### config.mk
export PLATFORM = sky130hd
export DESIGN_NAME = result_uart_tx
export DESIGN_NICKNAME = d
export VERILOG_FILES = /design/src/rtl/result_tx_pkg.sv /design/src/rtl/bin2bcd_seq.sv /design/src/rtl/result_uart_tx.sv
export SDC_FILE = /design/constraint.sdc
export NUM_CORES = 1
export LEC_CHECK = 0
export CORE_ASPECT_RATIO = 1.2
export CORE_MARGIN = 1
export CORE_UTILIZATION = 45
export CTS_CLUSTER_SIZE = 16
export DETAILED_ROUTE_END_ITERATION = 10
export DONT_BUFFER_PORTS = 1
export PLACE_DENSITY = 0.67
export SKIP_LAST_GASP = 1
export SLEW_MARGIN = 40
export SYNTH_ARGS = -nofsm -noshare
export SYNTH_HDL_FRONTEND = slang
export SYNTH_SLANG_ARGS = --single-unit
### constraint.sdc
create_clock -name clk -period 6.21 [get_ports clk]
set_clock_uncertainty 0.1 [all_clocks]
set_input_delay 0.621 -clock clk [delete_from_list [all_inputs] [get_ports clk]]
set_output_delay 0.621 -clock clk [all_outputs]
set_load 0.01 [all_outputs]
### src/rtl/result_tx_pkg.sv
// Shared types and ASCII constants for the result UART transmitter.
package result_tx_pkg;

    typedef enum logic [1:0] {IDLE, CONVERT, BUILD, SEND} state_t;

    localparam logic [7:0] ASCII_0     = 8'h30;
    localparam logic [7:0] ASCII_MINUS = 8'h2D;
    localparam logic [7:0] ASCII_CR    = 8'h0D;
    localparam logic [7:0] ASCII_LF    = 8'h0A;
    localparam logic [7:0] ASCII_O     = 8'h4F;
    localparam logic [7:0] ASCII_V     = 8'h56;
    localparam logic [7:0] ASCII_F     = 8'h46;

    localparam int unsigned MAX_LINE = 6;

endpackage

### src/rtl/bin2bcd_seq.sv
// Iterative double-dabble: one shift per cycle, RESULT_W cycles after start.
// done is high during the final shift cycle; bcd is valid from the next cycle.
module bin2bcd_seq #(
    parameter int unsigned RESULT_W = 9,
    parameter int unsigned DIGITS   = 3
) (
    input  logic                  clk,
    input  logic                  nrst,
    input  logic                  start,
    input  logic [RESULT_W-1:0]   bin,
    output logic                  done,
    output logic [4*DIGITS-1:0]   bcd
);

    localparam int unsigned CntW = $clog2(RESULT_W + 1);

    logic [RESULT_W-1:0] sh_q, sh_d;
    logic [4*DIGITS-1:0] bcd_q, bcd_d, adj;
    logic [CntW-1:0]     cnt_q, cnt_d;
    logic                run_q, run_d;

    always_comb begin
        adj = bcd_q;
        for (int i = 0; i < int'(DIGITS); i++) begin
            if (bcd_q[4*i +: 4] >= 4'd5) begin
                adj[4*i +: 4] = bcd_q[4*i +: 4] + 4'd3;
            end
        end

        sh_d  = sh_q;
        bcd_d = bcd_q;
        cnt_d = cnt_q;
        run_d = run_q;
        if (start) begin
            sh_d  = bin;
            bcd_d = '0;
            cnt_d = CntW'(RESULT_W);
            run_d = 1'b1;
        end else if (run_q) begin
            {bcd_d, sh_d} = {adj, sh_q} << 1;
            cnt_d         = cnt_q - CntW'(1);
            if (cnt_q == CntW'(1)) begin
                run_d = 1'b0;
            end
        end
    end

    always_ff @(posedge clk or negedge nrst) begin
        if (!nrst) begin
            sh_q  <= '0;
            bcd_q <= '0;
            cnt_q <= '0;
            run_q <= 1'b0;
        end else begin
            sh_q  <= sh_d;
            bcd_q <= bcd_d;
            cnt_q <= cnt_d;
            run_q <= run_d;
        end
    end

    assign done = run_q && (cnt_q == CntW'(1));
    assign bcd  = bcd_q;

endmodule

### src/rtl/result_uart_tx.sv
// Captures an ALU result and streams it as an ASCII line ("-123\r\n" / "OVF\r\n").
// Define RESULT_UART_TX_PENDING_EN to queue one result strobed while busy.
module result_uart_tx
    import result_tx_pkg::*;
#(
    parameter int unsigned RESULT_W = 9,
    parameter int unsigned DIGITS   = 3
) (
    input  logic                clk,
    input  logic                nrst,
    input  logic [RESULT_W-1:0] result,
    input  logic                sign,
    input  logic                o_flag,
    input  logic                result_ready,
    input  logic                txready,
    output logic [7:0]          txdata,
    output logic                txclk,
    output logic                busy
);

    state_t              state_q, state_d;
    logic                sign_q, sign_d;
    logic                oflag_q, oflag_d;
    logic [7:0]          line_q [MAX_LINE];
    logic [7:0]          line_d [MAX_LINE];
    logic [7:0]          build_line [MAX_LINE];
    logic [2:0]          build_len;
    logic [2:0]          len_q, len_d;
    logic [2:0]          idx_q, idx_d;
    logic [7:0]          txdata_q, txdata_d;

    logic                cap_valid;
    logic [RESULT_W-1:0] cap_result;
    logic                cap_sign;
    logic                cap_oflag;
    logic                conv_done;
    logic [4*DIGITS-1:0] bcd;

`ifdef RESULT_UART_TX_PENDING_EN
    logic                pend_valid_q, pend_valid_d;
    logic [RESULT_W-1:0] pend_result_q;
    logic                pend_sign_q, pend_oflag_q;

    // A queued entry takes priority over a same-cycle strobe, which then refills the slot.
    always_comb begin
        cap_valid    = (state_q == IDLE) && (pend_valid_q || result_ready);
        cap_result   = pend_valid_q ? pend_result_q : result;
        cap_sign     = pend_valid_q ? pend_sign_q   : sign;
        cap_oflag    = pend_valid_q ? pend_oflag_q  : o_flag;
        pend_valid_d = pend_valid_q;
        if (result_ready && busy) begin
            pend_valid_d = 1'b1;
        end else if (state_q == IDLE) begin
            pend_valid_d = 1'b0;
        end
    end

    always_ff @(posedge clk or negedge nrst) begin
        if (!nrst) begin
            pend_valid_q  <= 1'b0;
            pend_result_q <= '0;
            pend_sign_q   <= 1'b0;
            pend_oflag_q  <= 1'b0;
        end else begin
            pend_valid_q <= pend_valid_d;
            if (result_ready && busy) begin
                pend_result_q <= result;
                pend_sign_q   <= sign;
                pend_oflag_q  <= o_flag;
            end
        end
    end

    assign busy = (state_q != IDLE) || pend_valid_q;
`else
    always_comb begin
        cap_valid  = (state_q == IDLE) && result_ready;
        cap_result = result;
        cap_sign   = sign;
        cap_oflag  = o_flag;
    end

    assign busy = (state_q != IDLE);
`endif

    bin2bcd_seq #(
        .RESULT_W (RESULT_W),
        .DIGITS   (DIGITS)
    ) u_bin2bcd (
        .clk   (clk),
        .nrst  (nrst),
        .start (cap_valid && !cap_oflag),
        .bin   (cap_result),
        .done  (conv_done),
        .bcd   (bcd)
    );

    // Line formatter: optional minus, zero-suppressed digits, CR LF.
    always_comb begin
        logic [2:0] pos;
        logic       started;
        logic [3:0] digit;
        for (int k = 0; k < int'(MAX_LINE); k++) begin
            build_line[k] = 8'h00;
        end
        pos     = 3'd0;
        started = 1'b0;
        digit   = 4'd0;
        if (oflag_q) begin
            build_line[0] = ASCII_O;
            build_line[1] = ASCII_V;
            build_line[2] = ASCII_F;
            build_line[3] = ASCII_CR;
            build_line[4] = ASCII_LF;
            build_len     = 3'd5;
        end else begin
            if (sign_q && (bcd != '0)) begin
                build_line[pos] = ASCII_MINUS;
                pos             = pos + 3'd1;
            end
            for (int i = int'(DIGITS) - 1; i >= 0; i--) begin
                digit = bcd[4*i +: 4];
                if (started || (digit != 4'd0) || (i == 0)) begin
                    started         = 1'b1;
                    build_line[pos] = ASCII_0 + {4'h0, digit};
                    pos             = pos + 3'd1;
                end
            end
            build_line[pos] = ASCII_CR;
            pos             = pos + 3'd1;
            build_line[pos] = ASCII_LF;
            build_len       = pos + 3'd1;
        end
    end

    always_comb begin
        state_d  = state_q;
        sign_d   = sign_q;
        oflag_d  = oflag_q;
        line_d   = line_q;
        len_d    = len_q;
        idx_d    = idx_q;
        txdata_d = txdata_q;
        unique case (state_q)
            IDLE: begin
                if (cap_valid) begin
                    sign_d  = cap_sign;
                    oflag_d = cap_oflag;
                    state_d = cap_oflag ? BUILD : CONVERT;
                end
            end
            CONVERT: begin
                if (conv_done) begin
                    state_d = BUILD;
                end
            end
            BUILD: begin
                line_d   = build_line;
                len_d    = build_len;
                idx_d    = 3'd0;
                txdata_d = build_line[0];
                state_d  = SEND;
            end
            SEND: begin
                if (txready) begin
                    if (idx_q == len_q - 3'd1) begin
                        idx_d    = 3'd0;
                        txdata_d = 8'h00;
                        state_d  = IDLE;
                    end else begin
                        idx_d    = idx_q + 3'd1;
                        txdata_d = line_q[idx_q + 3'd1];
                    end
                end
            end
            default: state_d = IDLE;
        endcase
    end

    always_ff @(posedge clk or negedge nrst) begin
        if (!nrst) begin
            state_q  <= IDLE;
            sign_q   <= 1'b0;
            oflag_q  <= 1'b0;
            line_q   <= '{default: 8'h00};
            len_q    <= 3'd0;
            idx_q    <= 3'd0;
            txdata_q <= 8'h00;
        end else begin
            state_q  <= state_d;
            sign_q   <= sign_d;
            oflag_q  <= oflag_d;
            line_q   <= line_d;
            len_q    <= len_d;
            idx_q    <= idx_d;
            txdata_q <= txdata_d;
        end
    end

    assign txdata = txdata_q;
    assign txclk  = (state_q == SEND) && txready;

endmodule

==> out/metrics.csv, run 1 <==
stage,metric,value,unit
layout,mostFrequentLayoutCells,"76 x dfrtp_1, 45 x o21ai_0, 41 x nand2_1",
sta,hold_violations,0,
power_and_ir_drop,power_density,652,mW/mm^2
drt,wl_met2,5090,um
drt,via_per_inst,5.92,
layout,fillers,956,
yosys,async_reset_ff_frac,1.00,
drt,drt_wl_total,10500,um
grt,grt_use_total,0.214,
grt,first_global_vias,3433,
yosys,syn_area_per_cell,9.33,sq um
yosys,synthesis.area,0.00458,sq mm
worst_setup_path,worstReg2RegStart,u_bin2bcd.bcd[5],
yosys,synth-seq-area-share,0.415,
sta,fmax,224,MHz
yosys,synth_ff_type,dfrtp_1,
clock_network,clockBufferDepth,2,
sta,finalCritPeriodShare,0.719,
clock_network,cts_made_buffers,9,
worst_setup_path,start_kind,flop,
layout,syn2layout_area_growth,6.91,%
worst_setup_path,crit_arrival,4.61,ns
sta,tns,0,ns
place,io_buffers,0,
floorplanning,dieArea,0.0106,sq mm
clock_network,postCtsSetupRepairBufs,0,
yosys,synth_edf_count,0,
worst_setup_path,path_max_fanout,14,
worst_setup_path,crit_required,6.35,ns
floorplanning,die_w,94.1,um
power_and_ir_drop,leakage,2.09,nW
clock_network,cts_max_level,3,
sta,period_minus_slack,4.47,ns
power_and_ir_drop,p_total,0.00319,W
sta,slew_violations,0,
place,place_congestion,0.893,
drt,post-route-drc-count,0,
yosys,synth_nets,525,
drt,wl_met3,451,um
yosys,ys_ff_latch,76,
grt,grt_pass1_wl,17600,um
layout,multi_input_area,0.00242,sq mm
floorplanning,die_h,113,um
layout,seq_area,0.00190,sq mm
layout,layout_commonest_cell,dfrtp_1,
clock_network,root_buffer,clkbuf_16,
worst_setup_path,reg2reg_slack,1.74,ns
grt,grt_max_degree,77,
worst_hold_path,hp-class,input pin to asynchronous set/reset pin,
clock_network,clk-insertion-delay-late,0.33,ns
place,place.detailed.hpwl,7500,um
sta,rsz0062_at_grt,false,
grt,antenna_found_initial,0,
sta,whs,0.0799,ns
layout,nNetsFinal,505,
floorplanning,initial_core_util,0.460,
sta,slew_headroom,0.478,
clock_network,cts_tree,built,
yosys,ys.warnings.count,0,
layout,n_antenna_cell,0,
drt,dr.pass1.iters,5,
power_and_ir_drop,ir_drop,0.278,mV
clock_network,clk_pin_slew,0.06,ns
sta,tightest_slew,0.783,ns
place,place_area,0.00461,sq mm
floorplanning,core,0.00996,sq mm
status,outcome,finished clean,
worst_setup_path,critical_path.endpoint_type,flop,
worst_setup_path,critical_path.endpoint,line_q[40],
layout,final_cell_area,0.00490,sq mm
sta,setup_viol,0,
drt,drt_first_iter_violations,182,
worst_setup_path,r2r_cells,13,
grt,overflow,0,
worst_setup_path,criticalPathCategory,flop to flop,
drt,wl_per_cell,17.5,um
drt,vias,3556,
floorplanning,num_rows,40,
yosys,synth_cell_type_count,69,
clock_network,cts.sinks,76,
layout,drive_gt1_frac,0.0968,
worst_setup_path,r2r_end,line_q[40],
worst_setup_path,crit_path_start,u_bin2bcd.bcd[5],
drt,met1Wirelength,4810,um
yosys,syn_inst,491,
floorplanning,pin_count,25,
drt,ant_nets,0,
run,drv_cap,0,
drt,highest_layer,met4,
## routing by layer
metal | vias to the layer above | global-route usage
met5 | - | 0
li1 | 1694 | -
met3 | 18 | 0.0407
met2 | 96 | 0.345
met4 | 0 | 0.0656
met1 | 1748 | 0.290
## how the worst min path moves through the flow
| stage | from | to | slack, ns | depth (start not counted) |
|---|---|---|---|---|
| 4_1_cts | nrst | line_q[0] | 0.09 | 1 |
| 6_report | nrst | line_q[0] | 0.08 | 1 |
| 3_5_place_dp | nrst | line_q[2] | 0.23 | 0 |
| 5_1_grt | nrst | line_q[10] | 0.09 | 1 |
| 3_3_place_gp | nrst | line_q[2] | 0.23 | 0 |
| 2_1_floorplan | nrst | idx_q[0] | 0.23 | 0 |
## area by class of cell
| cell class | instances | area share |
|---|---|---|
| multi-input cells | 349 | 0.493 |
| flip-flops and latches | 76 | 0.388 |
| clock buffers | 10 | 0.0467 |
| well taps | 126 | 0.0322 |
| inverters | 32 | 0.0248 |
| repair buffers | 3 | 0.00868 |
| clock inverters | 5 | 0.00613 |
## cell families after synthesis
family,Yosys count,share of synthesized area
AO/OA/AOI/OAI,150,0.217
XOR/XNOR,14,0.0284
adder cells (fa/ha/maj),19,0.0519
buffers and inverters,66,0.0609
flip-flops,76,0.415
multiplexers,37,0.0904
other,1,0.000818
AND/OR/NAND/NOR,128,0.135
## what timing repair did
item | 4_1_cts | 5_1_grt
hold buffers | 1 | 0
resized for setup | 0 | 0
hold endpoints to repair | 76 | 0
## sequential cells by signal, indices dropped and copies added, names as in the netlist, 2 cells and up
signal           cells
line_q              33
u_bin2bcd.bcd       12
u_bin2bcd.sh_q       9
txdata               7
u_bin2bcd.cnt_q      4
idx_q                3
len_q                3
state_q              2
## cell usage after synthesis (4+ instances only)
library cell / number / area [sq um]
nand2_1: 41 / 154
a211oi_1: 5 / 37.5
xnor2_1: 10 / 87.6
a31oi_1: 4 / 25.0
mux2i_1: 29 / 290
o21ai_0: 45 / 225
nand3_1: 9 / 45.0
nand2b_1: 8 / 50.1
inv_1: 29 / 109
nor3_1: 11 / 55.1
a21oi_1: 37 / 185
mux2_2: 5 / 56.3
clkbuf_1: 26 / 97.6
o211ai_1: 6 / 45.0
a22o_1: 6 / 52.6
dfrtp_1: 76 / 1900
nor2_1: 38 / 143
ha_1: 19 / 238
a22oi_1: 5 / 37.5
## per-stage QoR
| stage | setup WS [ns] | util | cells |
|---|---|---|---|
| global placement | 1.97 | 0.462 | 585 |
| detailed placement | 1.82 | 0.463 | 585 |
| CTS | 1.74 | 0.492 | 601 |
| floorplan | 2.43 | - | 491 |
| finish | 1.74 | 0.492 | 601 |
| global route | 1.40 | 0.492 | 601 |
## where the power goes
group	switching [W]	internal, W	total, W
logic	0.00111	0.000700	0.00181
clock network	0.000194	0.000266	0.000459
registers	0.000220	0.000704	0.000924
## critical path: stages (launching register included)
cell      delay (ns)
dfrtp_1         0.45
inv_1           0.13
ha_1            0.23
or3b_1          0.52
o41ai_2         0.42
ha_1            0.48
nor3_2          0.45
nor2_4          0.14
ha_1            0.54
o21ai_0         0.23
nor3_2          0.27
a21oi_1         0.08
o31a_1          0.15
o211ai_1        0.19
No activity file was read; power rests on OpenSTA's default activity.
==> run 2, diff against run 1 <==
- clock period: 6.21 -> 4.67 ns (I/O delays scaled with it)
==> run 2 against run 1 <==
Against the previous run:
- maximum frequency up 2.6%
- clock power up 58%
- flip-flop and latch count unchanged
- register-to-register slack worse by 1.4 ns
- via count up 0.90%
- critical path depth unchanged
- final area up 1.8%
- die area unchanged
- setup slack worse by 1.4 ns
- final cell count up 0.67%
- non-clock buffer count up 5
==> out/metrics.csv, run 2 (synthesized netlist as in run 1, its figures left out) <==
stage,metric,value,unit
worst_setup_path,worstReg2RegStart,u_bin2bcd.bcd[5],
power_and_ir_drop,pwr-share-seq,0.279,
power_and_ir_drop,netSwitchingFraction,0.465,
layout,syn2layout_area_growth,8.79,%
worst_setup_path,criticalPathCategory,flop to flop,
layout,largest_reg_flops,33,
grt,grt_pass1_wl,17500,um
worst_setup_path,crit_path_start,u_bin2bcd.bcd[5],
drt,drt_first_iter_violations,317,
clock_network,cts_made_buffers,9,
worst_setup_path,crit_required,4.79,ns
sta,tns,0,ns
grt,first_global_vias,3457,
power_and_ir_drop,p_comb_frac,0.556,
worst_setup_path,path_max_fanout,14,
sta,fmax,230,MHz
grt,grt_max_degree,77,
sta,finalCritPeriodShare,0.932,
clock_network,clockBufferDepth,2,
drt,wl_per_cell,17.6,um
worst_setup_path,crit_family,simple AND/OR/NAND/NOR gates,
layout,layout_commonest_cell,dfrtp_1,
drt,drt_wl_total,10600,um
place,io_buffers,0,
layout,nNetsFinal,510,
place,place_congestion,0.898,
layout,top_register,line_q,
drt,via_per_inst,5.93,
floorplanning,initial_core_util,0.460,
worst_setup_path,r2r_cells,13,
floorplanning,num_rows,40,
grt,grt_use_met3,0.0556,
power_and_ir_drop,leakage,2.14,nW
worst_setup_path,crit_arrival,4.47,ns
run,drv_cap,0,
clock_network,cts.sinks,76,
floorplanning,core,0.00996,sq mm
grt,grt_use_total,0.215,
sta,tightest_slew,0.768,ns
power_and_ir_drop,p_int,0.00235,W
power_and_ir_drop,power_density,882,mW/mm^2
sta,slew_headroom,0.486,
floorplanning,die_h,113,um
layout,mostFrequentLayoutCells,"76 x dfrtp_1, 45 x o21ai_0, 41 x nand2_1",
sta,period_minus_slack,4.35,ns
drt,ant_nets,0,
power_and_ir_drop,ir_drop,0.339,mV
drt,vias,3588,
clock_network,root_buffer,clkbuf_16,
worst_setup_path,worst-path-stages,13,
grt,overflow,0,
clock_network,cts_tree,built,
grt,antenna_found_initial,0,
floorplanning,dieArea,0.0106,sq mm
grt,use_met2,0.331,
clock_network,cts_max_level,3,
sta,hold_violations,0,
layout,n_antenna_cell,0,
worst_setup_path,path_cells,inv_1 > ha_1 > or3b_1 > o41ai_2 > ha_1 > a21boi_4 > nor2_4 > inv_2 > ha_1 > xnor2_2 > and3_4 > nor2_1 > a22o_1,
worst_setup_path,critical_path.endpoint,line_q[29],
worst_setup_path,critical_path.endpoint_type,flop,
power_and_ir_drop,p_total,0.00440,W
worst_setup_path,slowest_delay,0.53,ns
layout,drive_gt1_frac,0.104,
clock_network,clk-insertion-delay-late,0.33,ns
worst_hold_path,hp-class,input pin to flop,
drt,post-route-drc-count,0,
sta,setup_viol,0,
grt,grt.busiest_layer,met2,
worst_setup_path,path_common_cell,ha_1,
drt,dr.pass1.iters,5,
place,place.detailed.hpwl,7480,um
floorplanning,die_w,94.1,um
sta,rsz0062_at_grt,false,
status,outcome,finished clean,
floorplanning,pin_count,25,
worst_setup_path,start_kind,flop,
grt,use_met1,0.286,
worst_setup_path,reg2reg_slack,0.32,ns
power_and_ir_drop,switchingPower,0.00205,W
worst_setup_path,critPathBufInv,2,
clock_network,clk_pin_slew,0.06,ns
worst_hold_path,min_path_cells,1,
worst_setup_path,crit_slowest_cell,or3b_1,
sta,slew_violations,0,
power_and_ir_drop,p_clk_frac,0.164,
worst_setup_path,r2r_end,line_q[29],
## run 2: area by class of cell
cell class | count | area [sq um]
inverter | 32 | 121
clock buffer | 9 | 225
timing repair buffer | 8 | 82.6
fill | 915 | 4970
multi-input combinational | 349 | 2420
clock inverter | 5 | 78.8
sequential | 76 | 1900
tap | 126 | 158
## run 2: what timing repair did
item                                   in CTS  in global routing
gates resized for setup                     0                  2
hold buffers                                2                  0
setup endpoints to repair                   0                 12
endpoints found under the hold margin      76                  0
buffers inserted                            0                  0
## run 2: worst min-delay path by stage
stage / startpoint / endpoint / slack, ns
after CTS: o_flag / u_bin2bcd.cnt_q[0] / 0.14
after detailed placement: nrst / line_q[2] / 0.07
after global placement: nrst / line_q[21] / 0.07
after global routing: o_flag / u_bin2bcd.cnt_q[3] / 0.13
final: o_flag / u_bin2bcd.cnt_q[0] / 0.15
after floorplan: nrst / idx_q[0] / 0.07
## run 2: layer usage
metal	up-vias	wire length [um]	share of wire
li1	1708	-	-
met1	1721	4740	0.44
met2	133	5020	0.47
met3	26	558	0.052
met4	0	325	0.031
met5	-	0	0
## run 2: power groups by stage
stage	clock network (W)	logic (W)	registers [W]
global placement	0	0.00234	0.00123
finish	0.000723	0.00245	0.00123
CTS	0.000732	0.00242	0.00123
global route	0.000766	0.00272	0.00126
floorplan	0	0.00201	0.00108
detailed placement	0	0.00238	0.00123
## run 2: per-stage QoR
stage | std cells | utilization | instance area, sq um | hold WS (ns) | worst slack (ns)
after floorplan | 491 | - | 4580 | 0.0714 | 0.892
after global placement | 589 | 0.465 | 4630 | 0.0743 | 0.485
after detailed placement | 589 | 0.465 | 4640 | 0.0743 | 0.293
after CTS | 605 | 0.500 | 4980 | 0.138 | 0.255
after global routing | 605 | 0.501 | 4990 | 0.135 | 0.00852
final | 605 | 0.501 | 4990 | 0.145 | 0.317
==> run 3, diff against run 2 <==
- clock period: 4.67 -> 4.5 ns (I/O delays scaled with it)
==> run 3 against run 2 <==
Against the previous run:
- wire length grew 0.92%
- highest routed layer unchanged
- flip-flop and latch count is the same
- first-iteration DRC count shrank 12%
- count of clock-buffer cells in the layout is the same
- non-clock buffer count grew 1
- sequential share of layout area shrank 0.23 points
- register-to-register slack is essentially flat
- die area is the same
- critical path type unchanged
- final cell count grew 0.17%
==> out/metrics.csv, run 3 (synthesized netlist as in run 1, its figures left out) <==
stage,metric,value,unit
clock_network,cts_tree,built,
worst_setup_path,r2r_cells,13,
layout,fillers,915,
sta,finalCritPeriodShare,0.926,
clock_network,clk-insertion-delay-late,0.33,ns
floorplanning,die_h,113,um
clock_network,cts.sinks,76,
layout,final_cell_area,0.00502,sq mm
layout,mostFrequentLayoutCells,"76 x dfrtp_1, 45 x o21ai_0, 41 x nand2_1",
sta,fmax,240,MHz
worst_setup_path,start_kind,flop,
layout,layout_commonest_cell,dfrtp_1,
place,place_area,0.00464,sq mm
run,drv_cap,0,
worst_setup_path,slowest_delay,0.55,ns
layout,drive_gt1_frac,0.106,
worst_setup_path,crit_arrival,4.28,ns
place,place_congestion,0.931,
layout,top_register,line_q,
grt,grt_use_total,0.215,
sta,setup_viol,0,
grt,grt_pass1_wl,17700,um
layout,syn2layout_area_growth,9.45,%
drt,highest_layer,met4,
drt,wl_met3,396,um
clock_network,postCtsSetupRepairBufs,0,
worst_setup_path,path_cells,inv_1 > ha_1 > or3b_1 > o41ai_4 > ha_2 > nor3_4 > nor2_4 > inv_2 > ha_1 > xnor2_4 > and3_4 > nand3b_1 > a22o_1,
drt,via_per_inst,5.88,
drt,post-route-drc-count,0,
floorplanning,num_rows,40,
grt,overflow,0,
floorplanning,initial_core_util,0.460,
worst_setup_path,path_max_fanout,14,
layout,nNetsFinal,511,
layout,final_cells,606,
grt,first_global_vias,3436,
worst_setup_path,critical_path.endpoint_type,flop,
drt,vias,3562,
drt,met1Wirelength,4820,um
place,place.detailed.hpwl,7620,um
drt,wl_per_cell,17.7,um
place,place_inst,590,
sta,hold_violations,0,
drt,drt_wl_total,10700,um
sta,slew_violations,0,
drt,ant_nets,0,
sta,whs,0.130,ns
layout,n_antenna_cell,0,
floorplanning,core,0.00996,sq mm
worst_hold_path,hp-class,input pin to flop,
clock_network,cts_made_buffers,9,
floorplanning,die_w,94.1,um
sta,period_minus_slack,4.17,ns
worst_setup_path,criticalPathCategory,flop to flop,
sta,slew_headroom,0.480,
worst_setup_path,crit_slowest_cell,or3b_1,
grt,grt_max_degree,77,
clock_network,root_buffer,clkbuf_16,
clock_network,clk_pin_slew,0.06,ns
drt,drt_first_iter_violations,278,
drt,wl_met2,5240,um
status,outcome,finished clean,
sta,tightest_slew,0.779,ns
layout,largest_reg_flops,33,
worst_hold_path,min_path_cells,1,
worst_setup_path,path_common_cell,ha_1,
floorplanning,dieArea,0.0106,sq mm
clock_network,cts_max_level,3,
drt,dr.pass1.iters,4,
floorplanning,pin_count,25,
worst_setup_path,crit_required,4.61,ns
grt,antenna_found_initial,0,
place,io_buffers,0,
clock_network,clockBufferDepth,2,
run 3: changes by cell type in the layout (fill, tap and decap cells not counted), sizes merged:
cell / change
buf: +1
run 3: path summary, 6_finish.rpt:
path | startpoint | end | slack (ns)
max in group asynchronous | nrst | u_bin2bcd.bcd[11] | 3.42
hold reg to reg | line_q[19] | line_q[19] | 0.39
setup reg to reg | u_bin2bcd.bcd[4] | line_q[27] | 0.33
hold / removal | o_flag | u_bin2bcd.cnt_q[3] | 0.13
min in group asynchronous | nrst | line_q[8] | 0.58
setup / recovery | u_bin2bcd.bcd[4] | line_q[27] | 0.33
run 3: per-stage QoR:
step / TNS [ns] / util / setup slack (ns)
2_1_floorplan: 0 / - / 0.722
6_report: 0 / 0.504 / 0.331
3_5_place_dp: 0 / 0.466 / 0.238
3_3_place_gp: 0 / 0.466 / 0.354
5_1_grt: -0.00199 / 0.504 / -0.00199
4_1_cts: 0 / 0.501 / 0.181
run 3: cell type report:
class	instances	area (sq um)	share of cell area
clock buffer	9	225	0.0449
clock inverter	5	78.8	0.0157
inverter	32	121	0.0242
multi-input combinational	349	2440	0.487
sequential	76	1900	0.379
tap	126	158	0.0314
timing repair buffer	9	90.1	0.0180
run 3: metal layers:
layer	vias to the layer above	GRT usage
met1	1741	0.289
li1	1711	-
met3	25	0.0339
met4	0	0.0903
met5	-	0
met2	85	0.345
run 3: critical path: cells and delay by family (launching register included):
kind / cells / cell delay, ns
buffers and inverters: 2 / 0.17
XOR/XNOR: 1 / 0.19
flip-flops: 1 / 0.48
AO/OA/AOI/OAI: 2 / 0.63
adder cells (fa/ha/maj): 3 / 1.05
AND/OR/NAND/NOR: 5 / 1.42
run 3: timing repair:
item	4_1_cts	5_1_grt
endpoints found under the hold margin	76	0
hold buffers	2	0
gates resized for setup	0	4
setup endpoints to repair	0	24
Power of run 3 is left out: the tool's default activity adds up to more than one toggle a clock period on the data nets, which glitch-free logic cannot reach.
